**src/rtl/mu0_ctrl_fsm_gen2_if.sv**
```systemverilog
// Control/datapath signal bundle for the MU0 gen2 control unit.
// The icount member exists only when MU0_ICOUNT_EN is defined.
interface mu0_ctrl_fsm_gen2_if #(
  parameter int OPW = 4
`ifdef MU0_ICOUNT_EN
  , parameter int ICNT_W = 16
`endif
);
  logic [OPW-1:0] opcode;
  logic           accz;
  logic           acc15;
  logic           mem_ready;
  logic           run;
  logic           asel;
  logic           bsel;
  logic           accce;
  logic           pcce;
  logic           irce;
  logic           accoe;
  logic [1:0]     alufs;
  logic           memrq;
  logic           rnw;
  logic           halted;
  logic           err;
`ifdef MU0_ICOUNT_EN
  logic [ICNT_W-1:0] icount;

  modport master (
    input  opcode, accz, acc15, mem_ready, run,
    output asel, bsel, accce, pcce, irce, accoe, alufs, memrq, rnw, halted, err, icount
  );
  modport slave (
    output opcode, accz, acc15, mem_ready, run,
    input  asel, bsel, accce, pcce, irce, accoe, alufs, memrq, rnw, halted, err, icount
  );
`else
  modport master (
    input  opcode, accz, acc15, mem_ready, run,
    output asel, bsel, accce, pcce, irce, accoe, alufs, memrq, rnw, halted, err
  );
  modport slave (
    output opcode, accz, acc15, mem_ready, run,
    input  asel, bsel, accce, pcce, irce, accoe, alufs, memrq, rnw, halted, err
  );
`endif
endinterface

```
**src/rtl/mu0_ctrl_fsm_gen2.sv**
```systemverilog
// MU0 gen2 control unit: fetch/execute sequencer with memory wait handshake, timeout,
// resumable HALT and sticky ERR. Define MU0_ICOUNT_EN to add the retired-instruction counter.
module mu0_ctrl_fsm_gen2 #(
  parameter int OPW      = 4,
  parameter int WAIT_TMO = 16
`ifdef MU0_ICOUNT_EN
  , parameter int ICNT_W = 16
`endif
) (
  input  logic                 clk,
  input  logic                 reset,
  mu0_ctrl_fsm_gen2_if.master  bus
);

  typedef enum logic [1:0] {
    S_FETCH,
    S_EXEC,
    S_HALT,
    S_ERR
  } state_t;

  localparam logic [7:0] WCNT_LAST = 8'(WAIT_TMO - 1);

  state_t     state_q, state_d;
  logic [7:0] wcnt_q, wcnt_d;

  logic       asel_c, bsel_c, accce_c, pcce_c, irce_c, accoe_c;
  logic [1:0] alufs_c;
  logic       memrq_c, rnw_c, halted_c, err_c;
  logic [2:0] op;
  logic       illegal;
  logic       taken;

  always_comb begin
    op      = bus.opcode[2:0];
    illegal = (bus.opcode >> 3) != '0;

    asel_c   = 1'b0;
    bsel_c   = 1'b0;
    accce_c  = 1'b0;
    pcce_c   = 1'b0;
    irce_c   = 1'b0;
    accoe_c  = 1'b0;
    alufs_c  = 2'b00;
    memrq_c  = 1'b0;
    rnw_c    = 1'b1;
    taken    = 1'b0;
    state_d  = state_q;
    wcnt_d   = wcnt_q;
    halted_c = (state_q == S_HALT);
    err_c    = (state_q == S_ERR);

    case (state_q)
      S_FETCH: begin
        alufs_c = 2'b01;
        memrq_c = 1'b1;
        pcce_c  = bus.mem_ready;
        irce_c  = bus.mem_ready;
        if (bus.mem_ready) state_d = S_EXEC;
      end
      S_EXEC: begin
        if (illegal) begin
          state_d = S_ERR;
        end else begin
          case (op)
            3'd0, 3'd2, 3'd3: begin
              asel_c  = 1'b1;
              bsel_c  = 1'b1;
              memrq_c = 1'b1;
              accce_c = bus.mem_ready;
              alufs_c = (op == 3'd2) ? 2'b10 : (op == 3'd3) ? 2'b11 : 2'b00;
              if (bus.mem_ready) state_d = S_FETCH;
            end
            3'd1: begin
              asel_c  = 1'b1;
              accoe_c = 1'b1;
              rnw_c   = 1'b0;
              memrq_c = 1'b1;
              if (bus.mem_ready) state_d = S_FETCH;
            end
            3'd4, 3'd5, 3'd6: begin
              // Jumps fetch the next instruction themselves, so EXEC is re-entered.
              taken   = (op == 3'd4) || (op == 3'd5 && !bus.acc15) || (op == 3'd6 && !bus.accz);
              asel_c  = taken;
              alufs_c = 2'b01;
              memrq_c = 1'b1;
              pcce_c  = bus.mem_ready;
              irce_c  = bus.mem_ready;
            end
            default: state_d = S_HALT;
          endcase
        end
      end
      S_HALT: begin
        if (bus.run) state_d = S_FETCH;
      end
      default: ;
    endcase

    if (memrq_c) begin
      if (bus.mem_ready) begin
        wcnt_d = '0;
      end else begin
        wcnt_d = wcnt_q + 8'd1;
        if (wcnt_q == WCNT_LAST) state_d = S_ERR;
      end
    end

    if (reset) begin
      asel_c   = 1'b0;
      bsel_c   = 1'b0;
      accce_c  = 1'b1;
      pcce_c   = 1'b1;
      irce_c   = 1'b1;
      accoe_c  = 1'b0;
      alufs_c  = 2'b00;
      memrq_c  = 1'b0;
      rnw_c    = 1'b1;
      halted_c = 1'b0;
      err_c    = 1'b0;
    end
  end

  always_ff @(posedge clk) begin
    if (reset) begin
      state_q <= S_FETCH;
      wcnt_q  <= '0;
    end else begin
      state_q <= state_d;
      wcnt_q  <= wcnt_d;
    end
  end

  assign bus.asel   = asel_c;
  assign bus.bsel   = bsel_c;
  assign bus.accce  = accce_c;
  assign bus.pcce   = pcce_c;
  assign bus.irce   = irce_c;
  assign bus.accoe  = accoe_c;
  assign bus.alufs  = alufs_c;
  assign bus.memrq  = memrq_c;
  assign bus.rnw    = rnw_c;
  assign bus.halted = halted_c;
  assign bus.err    = err_c;

`ifdef MU0_ICOUNT_EN
  logic [ICNT_W-1:0] icount_q, icount_d;
  logic              retire;

  always_comb begin
    retire   = (state_q == S_EXEC) &&
               ((memrq_c && bus.mem_ready) || (!illegal && op == 3'd7));
    icount_d = retire ? icount_q + ICNT_W'(1) : icount_q;
  end

  always_ff @(posedge clk) begin
    if (reset) icount_q <= '0;
    else       icount_q <= icount_d;
  end

  assign bus.icount = icount_q;
`endif

endmodule
```
**src/flat_wrapper.sv**
```systemverilog
// flat-port wrapper written by rule: the top's interface ports become plain ports
module mu0_ctrl_fsm_gen2_flat 
#(
  parameter int OPW      = 4,
  parameter int WAIT_TMO = 16

)
  (clk, reset, bus_opcode, bus_accz, bus_acc15, bus_mem_ready, bus_run, bus_asel, bus_bsel, bus_accce, bus_pcce, bus_irce, bus_accoe, bus_alufs, bus_memrq, bus_rnw, bus_halted, bus_err);
  mu0_ctrl_fsm_gen2_if #(.OPW(OPW)) bus_i ();
  input  logic clk;
  input  logic reset;
  input wire logic [$bits(bus_i.opcode)-1:0] bus_opcode;
  input wire logic [$bits(bus_i.accz)-1:0] bus_accz;
  input wire logic [$bits(bus_i.acc15)-1:0] bus_acc15;
  input wire logic [$bits(bus_i.mem_ready)-1:0] bus_mem_ready;
  input wire logic [$bits(bus_i.run)-1:0] bus_run;
  output wire logic [$bits(bus_i.asel)-1:0] bus_asel;
  output wire logic [$bits(bus_i.bsel)-1:0] bus_bsel;
  output wire logic [$bits(bus_i.accce)-1:0] bus_accce;
  output wire logic [$bits(bus_i.pcce)-1:0] bus_pcce;
  output wire logic [$bits(bus_i.irce)-1:0] bus_irce;
  output wire logic [$bits(bus_i.accoe)-1:0] bus_accoe;
  output wire logic [$bits(bus_i.alufs)-1:0] bus_alufs;
  output wire logic [$bits(bus_i.memrq)-1:0] bus_memrq;
  output wire logic [$bits(bus_i.rnw)-1:0] bus_rnw;
  output wire logic [$bits(bus_i.halted)-1:0] bus_halted;
  output wire logic [$bits(bus_i.err)-1:0] bus_err;
  assign bus_i.opcode = bus_opcode;
  assign bus_i.accz = bus_accz;
  assign bus_i.acc15 = bus_acc15;
  assign bus_i.mem_ready = bus_mem_ready;
  assign bus_i.run = bus_run;
  assign bus_asel = bus_i.asel;
  assign bus_bsel = bus_i.bsel;
  assign bus_accce = bus_i.accce;
  assign bus_pcce = bus_i.pcce;
  assign bus_irce = bus_i.irce;
  assign bus_accoe = bus_i.accoe;
  assign bus_alufs = bus_i.alufs;
  assign bus_memrq = bus_i.memrq;
  assign bus_rnw = bus_i.rnw;
  assign bus_halted = bus_i.halted;
  assign bus_err = bus_i.err;
  mu0_ctrl_fsm_gen2 #(.OPW(OPW), .WAIT_TMO(WAIT_TMO)) u_core (.clk(clk), .reset(reset), .bus(bus_i));
endmodule
```
**config.mk**
```make
export PLATFORM = sky130hd
export DESIGN_NAME = mu0_ctrl_fsm_gen2_flat
export DESIGN_NICKNAME = d
export VERILOG_FILES = /design/src/rtl/mu0_ctrl_fsm_gen2_if.sv /design/src/rtl/mu0_ctrl_fsm_gen2.sv /design/src/flat_wrapper.sv
export SDC_FILE = /design/constraint.sdc
export NUM_CORES = 1
export LEC_CHECK = 0
export ABC_AREA = 1
export CAP_MARGIN = 15
export CORE_ASPECT_RATIO = 0.75
export CORE_MARGIN = 2
export CORE_UTILIZATION = 40
export CTS_BUF_LIST = sky130_fd_sc_hd__clkbuf_8 sky130_fd_sc_hd__clkbuf_16
export CTS_CLUSTER_SIZE = 20
export DETAILED_ROUTE_END_ITERATION = 10
export GPL_TIMING_DRIVEN = 0
export PLACE_DENSITY_LB_ADDON = 0.12
export SKIP_CTS_REPAIR_TIMING = 1
export SLEW_MARGIN = 0
export SYNTH_ARGS = -nofsm -noshare
export SYNTH_HDL_FRONTEND = slang
export SYNTH_SLANG_ARGS = --single-unit
```
**constraint.sdc**
```tcl
create_clock -name clk -period 1.2 [get_ports clk]
set_clock_uncertainty 0.1 [all_clocks]
set_input_delay 0.12 -clock clk [delete_from_list [all_inputs] [get_ports clk]]
set_output_delay 0.12 -clock clk [all_outputs]
set_load 0.1 [all_outputs]
```
==> results.yml, run 1 <==
status:
  status: "complete, but fails checks"
  violations: "setup timing"
worst_setup_path:
  cp-end-kind: "primary output"
  path_cells: "nor2_4 -> nand2_2 -> nand2_8 -> nand2_8 -> a31oi_4 -> buf_12"
  worst_ep_arrival_time_ns: 1.39
  path_buf_inv: 1
  cp-start-kind: "register"
  cpPeakStageDelay_ns: 0.35
  cpLargestDelayFamily: "simple AND/OR/NAND/NOR gates"
  cp.required_ns: 0.98
  cp_common_cell: "nand2_8"
  path_max_fanout: 5
  slowest_stage: "dfxtp_2"
  criticalPathCategory: "reg2out"
pwr:
  finalPower_mw: 1.23
  pwr-share-seq_pct: 30.0
  powerDensity_nw_per_um2: 942
  ir_worst_vdd_v: 0.000670
  power.leakage_nw: 0.516
  p_clk_share_pct: 28.6
  p_switching_uw: 478
  p_sw_share_pct: 38.9
  pwr-share-comb_pct: 41.5
  internal_power_uw: 752
floorplanning:
  die_h_um: 40.5
  die_area_um2: 2130
  start_util_pct: 41.5
  die_w_um: 52.6
  io_pins: 22
  fp-row-count: 13
  core-area_um2: 1710
clock_tree:
  cts.sinks: 10
  cts_tree: "built"
  insertion_delay_ns: 0.24
  path_clk_slew_ns: 0.05
  clockRootBuffer: "clkbuf_8"
  numCtsBuffers: 3
  cts_buffer_depth: 2
  htree_levels: 1
global_routing:
  busiest_layer: "met2"
  antenna_found_initial: 0
  track_usage_pct: 19.4
  grt_max_degree: 10
  grt_use_met2_pct: 28.1
  grt_pass1_wl_um: 2770
  overflow: 0
  use_met1_pct: 25.1
  use_met3_pct: 6.72
  grt_pass1_vias: 634
synthesis:
  ys_seq_elements: 10
  synth-edff-count: 0
  synth_mux_area_share_pct: 0
  netlist_area_um2: 709
  synth_flop_cell: "dfxtp_1"
  synth_top_family_by_area: "simple AND/OR/NAND/NOR gates"
  postSynthAreaPerCell_um2: 6.45
  synth-xor-area-share_pct: 1.23
  synth_cells: 110
  synth-simple-area-share_pct: 40.4
  synth-seq-area-share_pct: 28.2
  synthAdderAreaFrac_pct: 1.76
  synthArstFlopShare_pct: 0
  yosysUniqueCellTypes: 31
  synth_warnings: 0
  synth_compound_area_share_pct: 18.0
  synth_nets: 121
finish:
  multiInputGateArea_um2: 586
  final_cell_mix: "nand2_1 (21), buf_12 (13), inv_1 (9), a21oi_1 (9), dfxtp_1 (8)"
  layoutNonFillerInstCount: 158
  num_antenna_cells: 0
  regArea_um2: 205
  nNetsFinal: 148
  drive_gt1_share_pct: 41.2
  layout_commonest_cell: "nand2_1"
  area_growth_pct: 84.1
  final_area_um2: 1310
  nFillCells: 117
timing:
  fmax_mhz: 619
  worst_pin_slew_ns: 0.407
  layout_setup_ws_ns: -0.415
  fin_crit_ns: 1.61
  period_share_pct: 135
  slew_headroom_pct: 72.8
  fin_setup_tns_ns: -5.34
  final_max_slew_viol_count: 0
  hold_viol: 0
  grt_setup_unrepaired: "true"
  hold_ws_ns: 0.139
  finalSetupViolCount: 22
placement:
  port_buffers: 20
  dpl-instance-area_um2: 1090
  gp_congestion: 0.816
  dp.cells: 152
  hpwl_um: 1430
drt:
  detail_route.wirelength_um: 2100
  vias: 806
  avgRoutedWirePerCell_um: 13.3
  drtIter0Drc: 22
  viasPerCell: 5.10
  drc: 0
  drt-pass1-iter-count: 4
  ant_nets: 0
worst_hold_path:
  holdCritPathClass: "in2reg"
flow_run:
  maxCapViolations: 0
==> path summary, 6_finish.rpt <==
| kind | startpoint | end | slack, ns | cells after the start |
|---|---|---|---|---|
| worst max register to register | u_core.state_q[1]$_SDFF_PP0_ | u_core.wcnt_q[5]$_SDFFE_PP0P_ | -0.24 | 7 |
| worst min register to register | u_core.wcnt_q[3]$_SDFFE_PP0P_ | u_core.wcnt_q[3]$_SDFFE_PP0P_ | 0.40 | 2 |
| worst max-delay path | u_core.state_q[1]$_SDFF_PP0_ | bus_alufs[0] | -0.41 | 6 |
| worst min-delay path | reset | u_core.state_q[1]$_SDFF_PP0_ | 0.14 | 2 |
==> synthesized netlist by cell type, types with 2 or more instances <==
cell type / n / area, um^2
o21ai_0: 2 / 10.0
o21ai_1: 2 / 10.0
nor2_2: 3 / 18.8
nor2_1: 13 / 48.8
nand2_1: 26 / 97.6
a21oi_1: 9 / 45.0
inv_1: 14 / 52.6
nand4_1: 4 / 25.0
nand3_1: 5 / 25.0
dfxtp_1: 10 / 200
nor3_1: 2 / 10.0
==> cell families after synthesis <==
kind of cell	after synthesis
AND/OR/NAND/NOR	59
AO/OA/AOI/OAI	21
buffers and inverters	18
flip-flops	10
XOR/XNOR	1
adder cells (fa/ha/maj)	1
==> metrics by stage <==
stage	util [%]	setup slack, ns
6_report	76.5	-0.415
5_1_grt	76.5	-0.485
4_1_cts	66.7	-1.52
3_5_place_dp	64.0	-1.51
3_3_place_gp	64.0	-1.50
2_1_floorplan	-	-0.460
==> power groups by stage <==
stage	sequential, mW	combinational [mW]	clock, mW
3_5_place_dp	0.373	0.432	0
6_report	0.369	0.510	0.351
4_1_cts	0.367	0.433	0.361
2_1_floorplan	0.369	0.337	0
3_3_place_gp	0.372	0.426	0
5_1_grt	0.369	0.534	0.383
==> routing by layer <==
layer,wire length [um],up-vias
met5,0,-
met1,965,364
met4,46,0
met2,983,24
met3,106,4
li1,-,414
==> registers in the layout (all words and copies together) (netlist names) <==
signal          flops
u_core.state_q      2
u_core.wcnt_q       8
==> area by class of cell <==
type,count,share of cell area (%)
well taps,22,2.11
clock inverters,1,0.287
inverters,16,5.36
repair buffers,22,26.6
plain buffers,2,1.92
flip-flops and latches,10,15.7
multi-input cells,82,44.8
clock buffers,3,3.16
Power figures use the tool's default switching activity.
==> run 2: changes to the inputs <==
--- a/config.mk
+++ b/config.mk
@@ -8,7 +8,6 @@
 export ABC_AREA = 1
 export CAP_MARGIN = 15
 export CORE_ASPECT_RATIO = 0.75
-export CORE_MARGIN = 2
 export CORE_UTILIZATION = 40
 export CTS_BUF_LIST = sky130_fd_sc_hd__clkbuf_8 sky130_fd_sc_hd__clkbuf_16
 export CTS_CLUSTER_SIZE = 20
@@ -16,7 +15,7 @@
 export GPL_TIMING_DRIVEN = 0
 export PLACE_DENSITY_LB_ADDON = 0.12
 export SKIP_CTS_REPAIR_TIMING = 1
-export SLEW_MARGIN = 0
+export SLEW_MARGIN = 10
 export SYNTH_ARGS = -nofsm -noshare
 export SYNTH_HDL_FRONTEND = slang
 export SYNTH_SLANG_ARGS = --single-unit
==> run 2 against run 1 <==
The flow still finishes with violations (setup timing). Critical path type unchanged. Critical endpoint is now bus_pcce. Highest routed layer unchanged. Clock-buffer cell count did not move. Register-to-register slack barely moved. Sequential cell count did not move. Cell area rose by 2.6%. Global-route usage rose by 3.8 points.
==> results.yml, run 2 (synthesized netlist as in run 1, its figures left out) <==
worst_setup_path:
  crit_cells: 5
  reg2regPathDepth: 9
  criticalPathCategory: "reg2out"
  cpPeakStageDelay_ns: 0.38
  path_buf_inv: 3
  slowest_stage: "dfxtp_4"
  cp-endpoint: "bus_pcce"
  regToRegStartpoint: "u_core.state_q[1]$_SDFF_PP0_"
  path_max_fanout: 7
  rr_endpoint: "u_core.wcnt_q[5]$_SDFFE_PP0P_"
  cp_common_cell: "buf_12"
  cp-start-kind: "register"
  rrSetupSlack_ns: -0.25
  cpLargestDelayFamily: "flip-flops"
  path_cells: "nor2_2 -> inv_4 -> o221ai_4 -> buf_12 -> buf_12"
  cp.required_ns: 0.98
  startpoint: "u_core.state_q[0]$_SDFF_PP0_"
  cp-end-kind: "primary output"
  worst_ep_arrival_time_ns: 1.40
global_routing:
  grt_max_degree: 10
  antenna_found_initial: 0
  overflow: 0
  grt_pass1_vias: 698
  grt_pass1_wl_um: 3180
  track_usage_pct: 23.3
floorplanning:
  die_h_um: 38.5
  core-area_um2: 1560
  fp-row-count: 12
  die_w_um: 50.6
  io_pins: 22
  die_area_um2: 1950
  start_util_pct: 45.4
finish:
  largestRegisters: "u_core.wcnt_q (8), u_core.state_q (2)"
  largest_reg_flops: 8
  final_cell_mix: "nand2_1 (21), buf_12 (12), inv_1 (9), a21oi_1 (9)"
  final_area_um2: 1340
  largest-register: "u_core.wcnt_q"
  area_growth_pct: 88.9
  nNetsFinal: 151
  layout_commonest_cell: "nand2_1"
  drive_gt1_share_pct: 43.2
  num_antenna_cells: 0
pwr:
  p_sw_share_pct: 39.5
  pwr-share-seq_pct: 29.3
  p_switching_uw: 497
  power.leakage_nw: 0.537
  ir_worst_vdd_v: 0.00114
  p_clk_share_pct: 28.9
  internal_power_uw: 761
  pwr-share-comb_pct: 41.9
  powerDensity_nw_per_um2: 939
clock_tree:
  htree_levels: 1
  numCtsBuffers: 3
  cts_buffer_depth: 2
  cts_tree: "built"
  insertion_delay_ns: 0.24
  clockRootBuffer: "clkbuf_8"
  path_clk_slew_ns: 0.04
  cts.sinks: 10
status:
  violations: "setup timing"
  status: "complete, but fails checks"
drt:
  drc: 0
  avgRoutedWirePerCell_um: 15.0
  drt-pass1-iter-count: 4
  drtIter0Drc: 63
  viasPerCell: 5.53
  ant_nets: 0
  vias: 884
  detail_route.wirelength_um: 2390
placement:
  dpl-instance-area_um2: 1090
  pre_cts_ws_ns: -1.53
  hpwl_um: 1490
  port_buffers: 20
  gp_congestion: 0.849
timing:
  hold_viol: 0
  fmax_mhz: 617
  final_max_slew_viol_count: 0
  slew_headroom_pct: 69.8
  grt_setup_unrepaired: "true"
  layout_setup_ws_ns: -0.420
  worst_pin_slew_ns: 0.453
  finalSetupViolCount: 22
  period_share_pct: 135
  fin_crit_ns: 1.62
worst_hold_path:
  whs_path_depth: 2
  hp-start: "reset"
  holdCritPathClass: "in2reg"
flow_run:
  maxCapViolations: 0
run 2: cell count changes in the layout (fill, tap and decap cells not counted), sizes merged:
cell,change
buf,+3
run 2: cell type report:
type	count	area, um^2
Timing Repair Buffer	25	362
Fill cell	81	221
Multi-Input combinational cell	82	603
Inverter	16	72.6
Clock buffer	3	41.3
Buffer	2	25.0
Clock inverter	1	3.75
Tap cell	21	26.3
Sequential cell	10	206
run 2: per-layer routing:
metal	share of wire [%]	GRT usage, %	vias up
li1	-	-	421
met1	40	29.4	406
met2	50	38.7	48
met3	7.9	7.14	9
met4	2.0	6.25	0
met5	0	0	-
run 2: power by group through the flow:
stage	Sequential, mW	Clock, mW	Combinational, mW
3_5_place_dp	0.372	0	0.432
2_1_floorplan	0.369	0	0.337
4_1_cts	0.366	0.365	0.433
5_1_grt	0.370	0.386	0.553
3_3_place_gp	0.372	0	0.425
6_report	0.368	0.363	0.527
run 2: through the flow:
stage               std cells  hold WS [ns]  power [mW]  utilization (%)  TNS, ns
finish                    160         0.143        1.26             85.8    -5.22
global route              160         0.165        1.31             85.8    -6.47
detailed placement        151         0.379       0.805             70.0   -18.79
CTS                       155         0.151        1.16             72.8   -16.97
global placement          151         0.371       0.797             70.0   -18.22
floorplan                 110         0.234       0.706                -    -2.94
run 2: how the worst min path moves through the flow:
stage / end / slack (ns)
after floorplan: u_core.state_q[1]$_SDFF_PP0_ / 0.23
final: u_core.state_q[1]$_SDFF_PP0_ / 0.14
after global placement: u_core.wcnt_q[0]$_SDFFE_PP0P_ / 0.37
after CTS: u_core.state_q[1]$_SDFF_PP0_ / 0.15
after global routing: u_core.state_q[1]$_SDFF_PP0_ / 0.17
after detailed placement: u_core.wcnt_q[0]$_SDFFE_PP0P_ / 0.38
